### config.mk
export PLATFORM = sky130hd
export DESIGN_NAME = rs485_frame_serializer
export DESIGN_NICKNAME = d
export VERILOG_FILES = /design/src/rtl/rs485_frame_serializer.sv
export SDC_FILE = /design/constraint.sdc
export NUM_CORES = 1
export LEC_CHECK = 0
export BUFFER_PORTS_ARGS = -buffer_cell sky130_fd_sc_hd__buf_2
export CORE_MARGIN = 2
export CORE_UTILIZATION = 40
export DETAILED_ROUTE_END_ITERATION = 7
export GPL_TIMING_DRIVEN = 0
export PLACE_DENSITY = 0.63
export SLEW_MARGIN = 15
export SYNTH_ARGS = -nofsm -noshare
export SYNTH_HDL_FRONTEND = slang
export SYNTH_SLANG_ARGS = --single-unit
### constraint.sdc
create_clock -name PCLK -period 2.3 [get_ports PCLK]
set_input_delay 0.345 -clock PCLK [delete_from_list [all_inputs] [get_ports PCLK]]
set_output_delay 0.345 -clock PCLK [all_outputs]
set_load 0.01 [all_outputs]
### src/rtl/rs485_frame_serializer.sv
// ---------------------------------------------------------------------------
// rs485_frame_serializer
//
// Takes 16-bit words from the upstream TX FIFO and sends each one on the RS485
// line as two UART-framed bytes: start bit, 8 data bits LSB-first, an optional
// parity bit, and a stop bit. The transceiver driver enable is raised LEAD_BITS
// bit times before the first start bit and held TRAIL_BITS bit times after the
// last stop bit. The receiver echo (Rx) is compared with Tx at mid-bit during
// the framed bits, and any difference sets a sticky error flag.
//
// Ports
//   PCLK        in   clock, all logic on the rising edge
//   PRESET      in   synchronous reset, active-high
//   word_valid  in   FIFO has a word available
//   word_data   in   16-bit word, latched when accepted
//   word_ready  out  block can accept a word (IDLE and not in reset)
//   Rx          in   RS485 receiver output (line echo)
//   clr_err     in   clears echo_err
//   Tx          out  RS485 driver data, idles high (registered)
//   Tx_Enable   out  RS485 driver enable (registered)
//   Tx_complete out  one-cycle pulse on the first idle cycle after a word
//   busy        out  high in every state other than IDLE
//   echo_err    out  sticky echo mismatch flag
// ---------------------------------------------------------------------------
module rs485_frame_serializer #(
    parameter int CLKS_PER_BIT   = 16,
    parameter int LEAD_BITS      = 1,
    parameter int TRAIL_BITS     = 1,
    parameter int PARITY_EN      = 0,
    parameter int PARITY_ODD     = 0,
    parameter int MSB_BYTE_FIRST = 1
) (
    input  logic        PCLK,
    input  logic        PRESET,
    input  logic        word_valid,
    input  logic [15:0] word_data,
    output logic        word_ready,
    input  logic        Rx,
    input  logic        clr_err,
    output logic        Tx,
    output logic        Tx_Enable,
    output logic        Tx_complete,
    output logic        busy,
    output logic        echo_err
);

    localparam logic [2:0] S_IDLE   = 3'd0;
    localparam logic [2:0] S_LEAD   = 3'd1;
    localparam logic [2:0] S_START  = 3'd2;
    localparam logic [2:0] S_DATA   = 3'd3;
    localparam logic [2:0] S_PARITY = 3'd4;
    localparam logic [2:0] S_STOP   = 3'd5;
    localparam logic [2:0] S_TRAIL  = 3'd6;

    // Bit-time down-counter: holds CLKS_PER_BIT-1 .. 0.
    localparam int CW = $clog2(CLKS_PER_BIT);
    localparam logic [CW-1:0] CNT_RELOAD = CW'(CLKS_PER_BIT - 1);
    localparam logic [CW-1:0] CNT_HALF   = CW'(CLKS_PER_BIT / 2);

    // Guard-bit counter shared by the lead and trail phases.
    localparam int GMAX = (LEAD_BITS > TRAIL_BITS) ? LEAD_BITS : TRAIL_BITS;
    localparam int GW   = (GMAX > 1) ? $clog2(GMAX) : 1;

    logic [2:0]    state_q, state_d;
    logic [CW-1:0] cnt_q, cnt_d;
    logic [GW-1:0] guard_q, guard_d;
    logic [2:0]    bit_idx_q, bit_idx_d;
    logic          byte_sel_q, byte_sel_d;
    logic [15:0]   word_q, word_d;
    logic          tx_q, tx_d;
    logic          txen_q, txen_d;
    logic          done_q, done_d;
    logic          err_q, err_d;

    logic [7:0]    first_byte, second_byte, cur_byte;
    logic          parity_bit;
    logic          bit_end;
    logic          framed;
    logic          echo_sample;
    logic [2:0]    next_idx;

    assign first_byte  = (MSB_BYTE_FIRST != 0) ? word_q[15:8] : word_q[7:0];
    assign second_byte = (MSB_BYTE_FIRST != 0) ? word_q[7:0]  : word_q[15:8];
    assign cur_byte    = byte_sel_q ? second_byte : first_byte;
    assign parity_bit  = (PARITY_ODD != 0) ? ~^cur_byte : ^cur_byte;
    assign bit_end     = (cnt_q == '0);
    assign next_idx    = bit_idx_q + 3'd1;

    // Echo is checked only on bits that belong to a UART frame.
    assign framed      = (state_q == S_START) || (state_q == S_DATA) ||
                         (state_q == S_PARITY) || (state_q == S_STOP);
    assign echo_sample = framed && (cnt_q == CNT_HALF);

    assign word_ready  = (state_q == S_IDLE) && !PRESET;
    assign busy        = (state_q != S_IDLE);
    assign Tx          = tx_q;
    assign Tx_Enable   = txen_q;
    assign Tx_complete = done_q;
    assign echo_err    = err_q;

    always_comb begin
        state_d    = state_q;
        cnt_d      = cnt_q;
        guard_d    = guard_q;
        bit_idx_d  = bit_idx_q;
        byte_sel_d = byte_sel_q;
        word_d     = word_q;
        tx_d       = tx_q;
        txen_d     = txen_q;
        done_d     = 1'b0;
        err_d      = err_q;

        // Clear first so that a mismatch in the same cycle wins.
        if (clr_err) begin
            err_d = 1'b0;
        end
        if (echo_sample && (Rx != tx_q)) begin
            err_d = 1'b1;
        end

        if (state_q != S_IDLE) begin
            cnt_d = bit_end ? CNT_RELOAD : (cnt_q - CW'(1));
        end

        // Tx is loaded at the bit boundary with the level of the bit being
        // entered, so the output is a clean flop with no decode glitches.
        case (state_q)
            S_IDLE: begin
                if (word_valid && word_ready) begin
                    word_d     = word_data;
                    state_d    = S_LEAD;
                    cnt_d      = CNT_RELOAD;
                    guard_d    = GW'(LEAD_BITS - 1);
                    byte_sel_d = 1'b0;
                    txen_d     = 1'b1;
                    tx_d       = 1'b1;
                end
            end
            S_LEAD: begin
                if (bit_end) begin
                    if (guard_q == '0) begin
                        state_d = S_START;
                        tx_d    = 1'b0;
                    end else begin
                        guard_d = guard_q - GW'(1);
                    end
                end
            end
            S_START: begin
                if (bit_end) begin
                    state_d   = S_DATA;
                    bit_idx_d = 3'd0;
                    tx_d      = cur_byte[0];
                end
            end
            S_DATA: begin
                if (bit_end) begin
                    if (bit_idx_q == 3'd7) begin
                        if (PARITY_EN != 0) begin
                            state_d = S_PARITY;
                            tx_d    = parity_bit;
                        end else begin
                            state_d = S_STOP;
                            tx_d    = 1'b1;
                        end
                    end else begin
                        bit_idx_d = next_idx;
                        tx_d      = cur_byte[next_idx];
                    end
                end
            end
            S_PARITY: begin
                if (bit_end) begin
                    state_d = S_STOP;
                    tx_d    = 1'b1;
                end
            end
            S_STOP: begin
                if (bit_end) begin
                    if (!byte_sel_q) begin
                        byte_sel_d = 1'b1;
                        state_d    = S_START;
                        tx_d       = 1'b0;
                    end else if (TRAIL_BITS == 0) begin
                        state_d = S_IDLE;
                        txen_d  = 1'b0;
                        done_d  = 1'b1;
                        tx_d    = 1'b1;
                    end else begin
                        state_d = S_TRAIL;
                        guard_d = GW'(TRAIL_BITS - 1);
                        tx_d    = 1'b1;
                    end
                end
            end
            S_TRAIL: begin
                if (bit_end) begin
                    if (guard_q == '0) begin
                        state_d = S_IDLE;
                        txen_d  = 1'b0;
                        done_d  = 1'b1;
                    end else begin
                        guard_d = guard_q - GW'(1);
                    end
                end
            end
            default: begin
                state_d = S_IDLE;
                txen_d  = 1'b0;
                tx_d    = 1'b1;
            end
        endcase
    end

    always_ff @(posedge PCLK) begin
        if (PRESET) begin
            state_q    <= S_IDLE;
            cnt_q      <= '0;
            guard_q    <= '0;
            bit_idx_q  <= 3'd0;
            byte_sel_q <= 1'b0;
            word_q     <= '0;
            tx_q       <= 1'b1;
            txen_q     <= 1'b0;
            done_q     <= 1'b0;
            err_q      <= 1'b0;
        end else begin
            state_q    <= state_d;
            cnt_q      <= cnt_d;
            guard_q    <= guard_d;
            bit_idx_q  <= bit_idx_d;
            byte_sel_q <= byte_sel_d;
            word_q     <= word_d;
            tx_q       <= tx_d;
            txen_q     <= txen_d;
            done_q     <= done_d;
            err_q      <= err_d;
        end
    end

endmodule

Word-level counts from Yosys, hierarchy flattened
Cells that the tools add are included.
W data, S select, Z words.

cells by class
  add/subtract/negate cells = 3
  magnitude comparators = 1
  equal/unequal tests = 22
  multiplexer cells = 44
  bitwise logic cells = 3
  reduce and logical (&&, ||, !) cells = 25

operators by type and width
  cell                   number
  $mux W3                14
  $pmux W3 S7            1
  $ne A2 B2 Y1 const B   10
  $mux W1                18
  $mux W4                4
  $eq A3 B3 Y1 const B   4
  $reduce_and A10 Y1     1
  $mux W8                1
  $reduce_and A4 Y1      2
  $reduce_and A8 Y1      1
  $pmux W1 S7            1
  $eq A3 B2 Y1 const B   2
  $ne A2 B1 Y1 const B   3
  $pmux W1 S3            2
  $pmux W3 S2            1
  $reduce_bool A2 Y1     3
  $reduce_bool A3 Y1     2
  $reduce_and A5 Y1      1
  $reduce_or A5 Y1       1
  $eq A4 B4 Y1 const B   1
  $logic_and A1 B1 Y1    4
  $logic_not A4 Y1       1
  $lt A3 B4 Y1 const B   1
  $sub A4 B1 Y4 const B  1
  other kinds (14)       18

storage, ports and cells
  register bits = 32
  output and inout port bits = 6
  word-level logic and storage cells = 108

Longest topological paths before layout
Gate-level depths: netlist of the first run.

  word-level depth = 7
  mapped depth = 7
  gate-level depth less buffers = 6

Worst setup path after synthesis of the first run
No wires, ideal clock.

  path kind = register to register
  from = register cnt_q[0]
  to = register tx_q, in the netlist Tx
  library setup time = 0.078 ns
  data arrival time = 1.591 ns
  slack = 0.631 ns
  cell stages (with the launch flop) = 7
  clock period less this slack = 1.669 ns
  path through = dfxtp_1 inv_1 ha_1 and4bb_2 a2111oi_0 nor4_1 a32oi_1

on the way
  word-level cells in the longest chain between the ends = 3
  elaborated cells on any way between the ends = 7
  those cells by class = 5 x eq/ne; 2 x reduce/logical

RTL lines
  element                                 RTL line  text
  start, declared                         65        logic [CW-1:0] cnt_q, cnt_d;
  start signal, assigned                  229       cnt_q <= cnt_d;
  $logic_not A4 Y1 (*)                    86        assign bit_end = (cnt_q == '0);
  $ne A2 B2 Y1 (no source line)           -
  $reduce_and A8 Y1 (no source line) (*)  -
  end signal, assigned                    234       tx_q <= tx_d;
  end, declared                           70        logic tx_q, tx_d;

Mark *: on every way between the ends. The rest lies on a longest branch, timed or not.
A chain may end at the register's enable or synchronous reset.

Worst setup path after layout of the first run
  from = input PRESET
  to = output word_ready

on the way
  word-level cells in the longest chain between the ends = 2

RTL lines
  element              RTL line  text
  start, declared      34        input logic PRESET,
  $logic_not A1 Y1     94        assign word_ready = (state_q == S_IDLE) && !PRESET;
  $logic_and A1 B1 Y1  94
  end, declared        37        output logic word_ready,

Every way passes these cells.

==> results of run 1 <==
path summary, 6_finish.rpt:
check,slack (ps),endpoint,start
min reg2reg,460,bit_idx_q[1],bit_idx_q[1]
max reg2reg,340,Tx,cnt_q[0]
min,250,word_q[13],word_data[13]
max,220,word_ready,PRESET
routing by layer:
layer	GRT usage [%]	up-vias	wire, um
met5	0	-	0
met3	4.93	2	124
met1	22.9	634	1850
li1	-	733	-
met4	7.50	0	9
met2	26.2	25	1520
cell type report:
type	count	area, sq um
Buffer	16	100
Clock buffer	8	100
Fill cell	415	2050
Inverter	6	22.5
Multi-Input combinational cell	136	887
Sequential cell	31	621
Tap cell	50	62.6
Timing Repair Buffer	25	125
metrics by stage:
stage          utilization (%)  hold WS [ps]  power, mW  cell area (sq um)  setup WS [ps]
2_1_floorplan                -           436      0.819               1630            631
3_3_place_gp              45.8           450      0.892               1820            162
3_5_place_dp              45.8           453      0.894               1820            222
4_1_cts                   48.3           241       1.38               1920            213
5_1_grt                   48.3           256       1.44               1920            101
6_report                  48.3           252       1.36               1920            217
worst register-to-register path: cells and delay by family (launching register included):
family / cells / cell delay, ps
simple gates: 2 / 410
compound gates: 2 / 760
fa+ha+maj: 1 / 240
buf+inv: 1 / 80
flops: 1 / 400
state kept, by name, summed over array words and instances, names as in the netlist:
signal and count:
word_q 16, cnt_q 4, bit_idx_q 3, state_q 3
Tx 1, Tx_Enable 1, Tx_complete 1, byte_sel_q 1
echo_err 1
power groups by stage:
stage	combinational [mW]	sequential, mW	clock, mW
after floorplan	0.200	0.618	0
after global placement	0.268	0.624	0
after detailed placement	0.269	0.625	0
after CTS	0.270	0.613	0.492
after global routing	0.302	0.619	0.519
final	0.269	0.614	0.473
cells by family (layout without fill, tap and decap cells):
family	Yosys count	count (layout)	synth area share (%)
AO/OA/AOI/OAI	46	46	18.1
XOR/XNOR	3	3	1.61
adder cells (fa/ha/maj)	4	4	3.07
buffers and inverters	22	55	7.52
flip-flops	31	31	38.1
multiplexers	7	7	5.83
AND/OR/NAND/NOR	76	76	25.8
placed cells by master (no fill, tap or decap), drive strengths merged, types with 5 or more instances in the layout:
cell     n
buf     32
dfxtp   31
nand2   23
o21ai   20
clkbuf  17
nand2b  16
nor2     9
a21oi    7
inv      6
nand3    5
mux2i    5
==> results.yml, run 1 <==
run_status:
  run_status: "finished clean"
critical_path:
  cpMostUsedCell: "clkbuf_1"
  required_ps: 1960
  worstPathCellList: "clkbuf_1 -> clkbuf_1 -> clkbuf_1 -> nor2_1 -> buf_2"
  r2r_cells: 6
  critical_path_class: "in2out"
  crit_path_max_fanout: 10
  crit_buf_inv: 4
  crit_slowest_cell: "clkbuf_1"
  cp-start-kind: "primary input"
  cp.arrival_ps: 1740
  cp.depth: 5
  cp_top_family: "buffers and inverters"
  critPathMaxStageDelay_ps: 440
  endpoint_kind: "output pin"
grt:
  grt_overflow: 0
  grt_pass1_vias: 1277
  grt_antenna_before_repair: 0
  grt_pass1_wl_um: 5880
  track_usage_pct: 17.3
  grt_max_degree: 11
timing:
  setup_viol: 0
  skew_ps: 5.44
  tightest_slew_ps: 564
  final_hold_viol_count: 0
  slew_violations: 0
  fin_crit_sh_pct: 90.6
  relSlewSlack_pct: 61.4
  setup-tns-final_ps: 0
  period_needed_ps: 2080
  max_freq_ghz: 0.480
  rsz0062_at_grt: "false"
synth:
  yosys.area.top_type_share_pct: 38.1
  async_flop_share_pct: 0
  yosysMostFrequentCell: "dfxtp_1"
  netlist_area_sq_um: 1630
  ys_ff_latch: 31
  seq_area_frac_synth_pct: 38.1
  syn_inst: 189
  yosys.area.top_type: "dfxtp_1"
  synth_enable_flop_cells: 0
  synth_top_cells_by_area: "dfxtp_1 38%, nand2b_1 6.1%, o21ai_0 6.1%"
  synth_commonest_cells: "31 x dfxtp_1, 23 x nand2_1, 20 x o21ai_0, 16 x nand2b_1, 9 x nor2_1"
  synth_nets: 214
  avgSynthCellArea_sq_um: 8.63
  yosys.cell_types.count: 43
  ys_warn_count: 0
  synth_ff_type: "dfxtp_1"
clock_tree:
  clk_pin_slew_ps: 70
  cts_root_buffer: "clkbuf_8"
  cts-resized-gates: 0
  clk_path_buf_depth: 2
  clock-sinks: 31
  post_cts_buffers: 0
  numCtsBuffers: 5
  cts_hold_buf: 0
  cts_tree: "yes"
  h-tree-depth: 2
  clk_latency_ps: 280
hold_path:
  min_path_type: "in2reg"
  hold_depth: 3
floorplanning:
  core_sq_um: 3970
  start_util_pct: 41.1
  row_count: 23
  io_pins: 27
  dieArea_sq_um: 4600
  die_h_um: 67.8
  dieWidth_um: 67.8
finish:
  layout-drive-gt1-share_pct: 22.1
  syn_to_final_growth_pct: 17.7
  final_cells: 272
  diodes: 0
  finish.net_count: 246
pwr:
  switchingPower_mw: 0.375
  switching_share_pct: 27.6
  pwr-share-clk_pct: 34.9
  seqPwrFrac_pct: 45.3
  ir_drop_mv: 0.416
  internal-power_mw: 0.981
  power.leakage_nw: 0.724
  comb_power_share_pct: 19.8
  power.density_nw_per_um2: 707
drt:
  avgViaCountPerCell: 5.13
  ant_nets: 0
  drt_iter0_drc: 46
  wire_per_inst_um: 12.9
  detailedRoute.firstPassIterationCount: 4
  drcViolationCount: 0
  vias: 1394
  drt_wl_total_um: 3500
placement:
  port_buffers: 25
  dp_hpwl_um: 2440
  placedCellCount: 264
  routabilityCongestion: 0.790
flow_run:
  drv_cap: 0
Power figures use the tool's default switching activity.
==> run 2: changes to the inputs <==
--- a/config.mk
+++ b/config.mk
@@ -10,7 +10,7 @@
 export CORE_UTILIZATION = 40
 export DETAILED_ROUTE_END_ITERATION = 7
 export GPL_TIMING_DRIVEN = 0
-export PLACE_DENSITY = 0.63
+export PLACE_DENSITY_LB_ADDON = 0.12
 export SLEW_MARGIN = 15
 export SYNTH_ARGS = -nofsm -noshare
 export SYNTH_HDL_FRONTEND = slang
==> results.yml, run 2 (same netlist as run 1, synthesis figures left out) <==
floorplanning:
  dieWidth_um: 67.8
  die_h_um: 67.8
  row_count: 23
  start_util_pct: 41.1
  core_sq_um: 3970
  io_pins: 27
  dieArea_sq_um: 4600
critical_path:
  regToRegEndpoint: "Tx"
  worstPathCellList: "clkbuf_1 -> clkbuf_1 -> clkbuf_1 -> nor2_1 -> buf_2"
  cp-start-kind: "primary input"
  cp.arrival_ps: 1770
  reg2reg_slack_ps: 350
  required_ps: 1960
  crit_path_max_fanout: 10
  r2r_start: "cnt_q[0]"
  cp_top_family: "buffers and inverters"
  endpoint_kind: "output pin"
  critical_path_class: "in2out"
  critPathMaxStageDelay_ps: 460
  r2r_cells: 6
  crit_buf_inv: 4
  cpMostUsedCell: "clkbuf_1"
  crit_slowest_cell: "clkbuf_1"
finish:
  fillers: 384
  layout_commonest_cell: "dfxtp_1"
  multiInputGateArea_sq_um: 887
  final_cell_mix: "31 x dfxtp_1, 26 x buf_2, 23 x nand2_1, 20 x o21ai_0, 16 x nand2b_1"
  diodes: 0
  syn_to_final_growth_pct: 18.7
  largestRegisters: "word_q x16, cnt_q x4"
  largest_reg_flops: 16
  finish.net_count: 246
  regArea_sq_um: 621
  fin_util_pct: 48.7
  layout-drive-gt1-share_pct: 22.5
  regMostFlops: "word_q"
grt:
  grt_max_degree: 11
  grt_pass1_vias: 1416
  grt_antenna_before_repair: 0
  grt_pass1_wl_um: 6290
  track_usage_pct: 18.2
  grt_overflow: 0
clock_tree:
  clk_latency_ps: 290
  clk_pin_slew_ps: 70
  h-tree-depth: 2
  post_cts_buffers: 0
  cts_hold_buf: 0
  cts-resized-gates: 0
  clk_path_buf_depth: 2
  clock-sinks: 31
  cts_root_buffer: "clkbuf_8"
  cts_tree: "yes"
  numCtsBuffers: 5
drt:
  wl_met1_um: 1710
  met3_length_um: 147
  dr_wl_met2_um: 1810
  vias: 1440
  drcViolationCount: 0
  drt_iter0_drc: 137
  avgViaCountPerCell: 5.29
  top_layer: "met4"
  wire_per_inst_um: 13.7
  detailedRoute.firstPassIterationCount: 5
  drt_wl_total_um: 3710
  ant_nets: 0
placement:
  port_buffers: 25
  dp_hpwl_um: 2690
  pre_cts_slack_ps: 205
  routabilityCongestion: 0.847
run_status:
  run_status: "finished clean"
hold_path:
  min_path_type: "in2reg"
  hold_depth: 3
  holdPathEnd: "word_q[15]"
  hp-start: "word_data[15]"
timing:
  rsz0062_at_grt: "false"
  tightest_slew_ps: 551
  setup-tns-final_ps: 0
  skew_ps: 10.9
  period_needed_ps: 2110
  whs_ps: 253
  fin_crit_sh_pct: 91.8
  final_hold_viol_count: 0
  relSlewSlack_pct: 62.3
  setup_viol: 0
  slew_violations: 0
  setup_ws_ps: 189
  max_freq_ghz: 0.474
pwr:
  ir_drop_mv: 0.345
  power.density_nw_per_um2: 747
  power.leakage_nw: 0.733
  totalPowerFinal_mw: 1.45
flow_run:
  drv_cap: 0
-- run 2: cell types whose count changed in the layout (fill, tap and decap cells not counted) --
cell	delta
clkinv_2	+1
bufinv_16	+1
clkbuf_8	-1
clkbuf_1	-1
-- run 2: stage by stage --
stage          instance area [sq um]  cells
5_1_grt                         1940    272
2_1_floorplan                   1630    189
3_5_place_dp                    1820    264
6_report                        1940    272
4_1_cts                         1940    272
3_3_place_gp                    1820    264
-- run 2: layer usage --
layer / track usage (%) / vias to the layer above
met1: 21.1 / 673
met2: 32.5 / 30
met3: 5.43 / 6
met4: 5.25 / 0
li1: - / 731
met5: 0 / -
-- run 2: cell type report --
| class | count | share of cell area, % |
|---|---|---|
| flip-flops and latches | 31 | 32.1 |
| plain buffers | 16 | 5.17 |
| clock buffers | 6 | 4.27 |
| clock inverters | 2 | 1.81 |
| multi-input cells | 136 | 45.8 |
| well taps | 50 | 3.23 |
| inverters | 6 | 1.16 |
| repair buffers | 25 | 6.46 |
-- run 2: power by group --
part | internal, mW | leakage [nW] | total [mW] | switching (mW)
sequential | 0.583 | 0.254 | 0.614 | 0.0313
clock | 0.350 | 0.0612 | 0.562 | 0.212
combinational | 0.125 | 0.418 | 0.270 | 0.145
-- run 2: worst max path at each step --
stage | from | to | slack [ps] | depth (start not counted)
final | PRESET | word_ready | 190 | 5
after global routing | PRESET | word_ready | 60 | 5
after CTS | PRESET | word_ready | 190 | 5
after detailed placement | PRESET | word_ready | 210 | 5
after global placement | PRESET | word_ready | 160 | 5
after floorplan | cnt_q[0] | Tx | 630 | 6
-- run 2: worst min-delay path, delay by kind of cell --
kind	cells	cell delay, ps
simple gates	1	40
compound gates	1	50
buf+inv	1	70
==> run 3: changes to the inputs <==
--- a/config.mk
+++ b/config.mk
@@ -5,6 +5,7 @@
 export SDC_FILE = /design/constraint.sdc
 export NUM_CORES = 1
 export LEC_CHECK = 0
+export ABC_AREA = 1
 export BUFFER_PORTS_ARGS = -buffer_cell sky130_fd_sc_hd__buf_2
 export CORE_MARGIN = 2
 export CORE_UTILIZATION = 40
==> results.yml, run 3 <==
run_status:
  run_status: "finished clean"
timing:
  final_hold_viol_count: 0
  tightest_slew_ps: 512
  setup_viol: 0
  max_freq_ghz: 0.643
  skew_ps: 4.93
  fin_crit_sh_pct: 67.6
  slew_violations: 0
  setup-tns-final_ps: 0
  period_needed_ps: 1560
  relSlewSlack_pct: 65.9
  rsz0062_at_grt: "false"
finish:
  fin_util_pct: 49.5
  layout-drive-gt1-share_pct: 19.1
  multiInputGateArea_sq_um: 808
  regArea_sq_um: 621
  largestRegisters: "word_q x16, cnt_q x4"
  finish.net_count: 280
  final_cell_mix: "53 x nand2_1, 31 x dfxtp_1, 28 x inv_1, 28 x buf_2"
  syn_to_final_growth_pct: 16.8
  final_cells: 304
  diodes: 0
  largest_reg_flops: 16
  regMostFlops: "word_q"
  fillers: 412
  layout_commonest_cell: "nand2_1"
grt:
  grt_pass1_wl_um: 6330
  track_usage_pct: 19.0
  use_met2_pct: 26.9
  grt_max_degree: 11
  grt_pass1_vias: 1433
  grt_antenna_before_repair: 0
  use_met1_pct: 25.4
  grt_overflow: 0
  met3_usage_pct: 7.60
  busiest_layer: "met2"
clock_tree:
  numCtsBuffers: 5
  cts_tree: "yes"
  cts_hold_buf: 0
  cts-resized-gates: 0
  clk_pin_slew_ps: 70
  h-tree-depth: 2
  post_cts_buffers: 0
  cts_root_buffer: "clkbuf_8"
  clock-sinks: 31
  clk_latency_ps: 280
  clk_path_buf_depth: 2
synth:
  avgSynthCellArea_sq_um: 7.12
  ys_ff_latch: 31
  seq_area_frac_synth_pct: 39.1
  synth_commonest_cells: "53 x nand2_1, 31 x dfxtp_1, 28 x inv_1, 25 x a21oi_1, 25 x nand3_1"
  yosys.area.top_type: "dfxtp_1"
  netlist_area_sq_um: 1590
  ys_warn_count: 0
  syn_inst: 223
  synth_top_cells_by_area: "dfxtp_1 39%, nand2_1 13%, a21oi_1 7.9%"
  synth_enable_flop_cells: 0
  synth_ff_type: "dfxtp_1"
  async_flop_share_pct: 0
  yosys.area.top_type_share_pct: 39.1
  yosys.cell_types.count: 31
  yosysMostFrequentCell: "nand2_1"
  synth_nets: 248
pwr:
  seqPwrFrac_pct: 38.8
  internal-power_mw: 1.13
  comb_power_share_pct: 38.9
  ir_drop_mv: 0.645
  switchingPower_mw: 0.725
  pwr-share-clk_pct: 22.2
  power.density_nw_per_um2: 999
  power.leakage_nw: 0.834
  switching_share_pct: 39.2
critical_path:
  cp.arrival_ps: 1700
  endpoint_kind: "register"
  reg2reg_slack_ps: 740
  regToRegEndpoint: "state_q[1]"
  worstPathCellList: "inv_1 -> ha_1 -> nand2_1 -> nand3_1 -> nand2_1 -> nor2_4 -> nand2_2 -> nand2_1 -> a21oi_1"
  cp-start-kind: "register"
  crit_buf_inv: 1
  critPathMaxStageDelay_ps: 310
  crit_path_max_fanout: 7
  cp_top_family: "simple AND/OR/NAND/NOR gates"
  r2r_cells: 9
  r2r_start: "cnt_q[0]"
  setup.worst_path.start: "cnt_q[0]"
  required_ps: 2450
  critical_path_class: "reg2reg"
  cpMostUsedCell: "nand2_1"
  crit_slowest_cell: "dfxtp_1"
drt:
  wire_per_inst_um: 11.5
  drcViolationCount: 0
  drt_iter0_drc: 76
  avgViaCountPerCell: 4.85
  detailedRoute.firstPassIterationCount: 4
  drt_wl_total_um: 3490
  vias: 1475
  ant_nets: 0
placement:
  placedCellCount: 296
  routabilityCongestion: 0.834
  dp_hpwl_um: 2570
  port_buffers: 25
floorplanning:
  die_h_um: 67.0
  dieWidth_um: 67.0
  io_pins: 27
  start_util_pct: 42.4
  core_sq_um: 3740
  row_count: 22
  dieArea_sq_um: 4490
hold_path:
  min_path_type: "in2reg"
  holdPathEnd: "word_q[0]"
  hold_depth: 3
  hp-start: "word_data[0]"
flow_run:
  drv_cap: 0
[run 3: how the worst max path moves through the flow]
stage	to	slack [ps]	cells past startpoint
after floorplan	word_q[6]	940	8
after global placement	word_q[6]	700	5
after detailed placement	word_q[4]	710	5
after CTS	state_q[1]	740	9
after global routing	state_q[0]	570	9
final	state_q[1]	740	9
[run 3: per-layer routing]
layer,part of all wire (%),routed length (um),vias up
met4,1.1,40,0
met3,4.8,169,4
li1,-,-,792
met5,0,0,-
met1,52,1800,643
met2,42,1480,36
[run 3: cell type report]
class	instances	area share, %
Buffer	8	2.29
Clock buffer	7	4.12
Clock inverter	1	0.270
Inverter	31	6.28
Multi-Input combinational cell	153	43.6
Sequential cell	31	33.5
Tap cell	48	3.24
Timing Repair Buffer	25	6.75
[run 3: through the flow]
step,total power [mW],setup WS [ps],hold WS [ps],area [sq um]
final,1.85,744,253,1850
after global routing,2.01,572,244,1850
after floorplan,1.29,935,429,1590
after detailed placement,1.45,713,451,1770
after global placement,1.45,704,443,1770
after CTS,1.86,739,254,1850
[run 3: cells by family (layout without fill, tap and decap cells)]
group	count (synthesis)	in the layout	synth area share [%]
DFF	31	31	39.1
xor gates and xnor gates	3	3	1.66
buffers and inverters	39	72	10.0
AOI/OAI and AO/OA	45	45	15.4
adders and majority gates	4	4	3.15
and+or+nand+nor	101	101	30.7
[run 3: power by group through the flow]
stage,combinational (mW),clock (mW),sequential (mW)
floorplan,0.566,0,0.720
global placement,0.717,0,0.729
detailed placement,0.723,0,0.730
CTS,0.729,0.417,0.719
global route,0.831,0.453,0.729
finish,0.721,0.412,0.719
[run 3: worst reg2reg max path, stage by stage, from the launching register on]
cell and delay [ps]:
dfxtp_1 310, inv_1 90, ha_1 200, nand2_1 190
nand3_1 170, nand2_1 100, nor2_4 150, nand2_2 70
nand2_1 70, a21oi_1 60
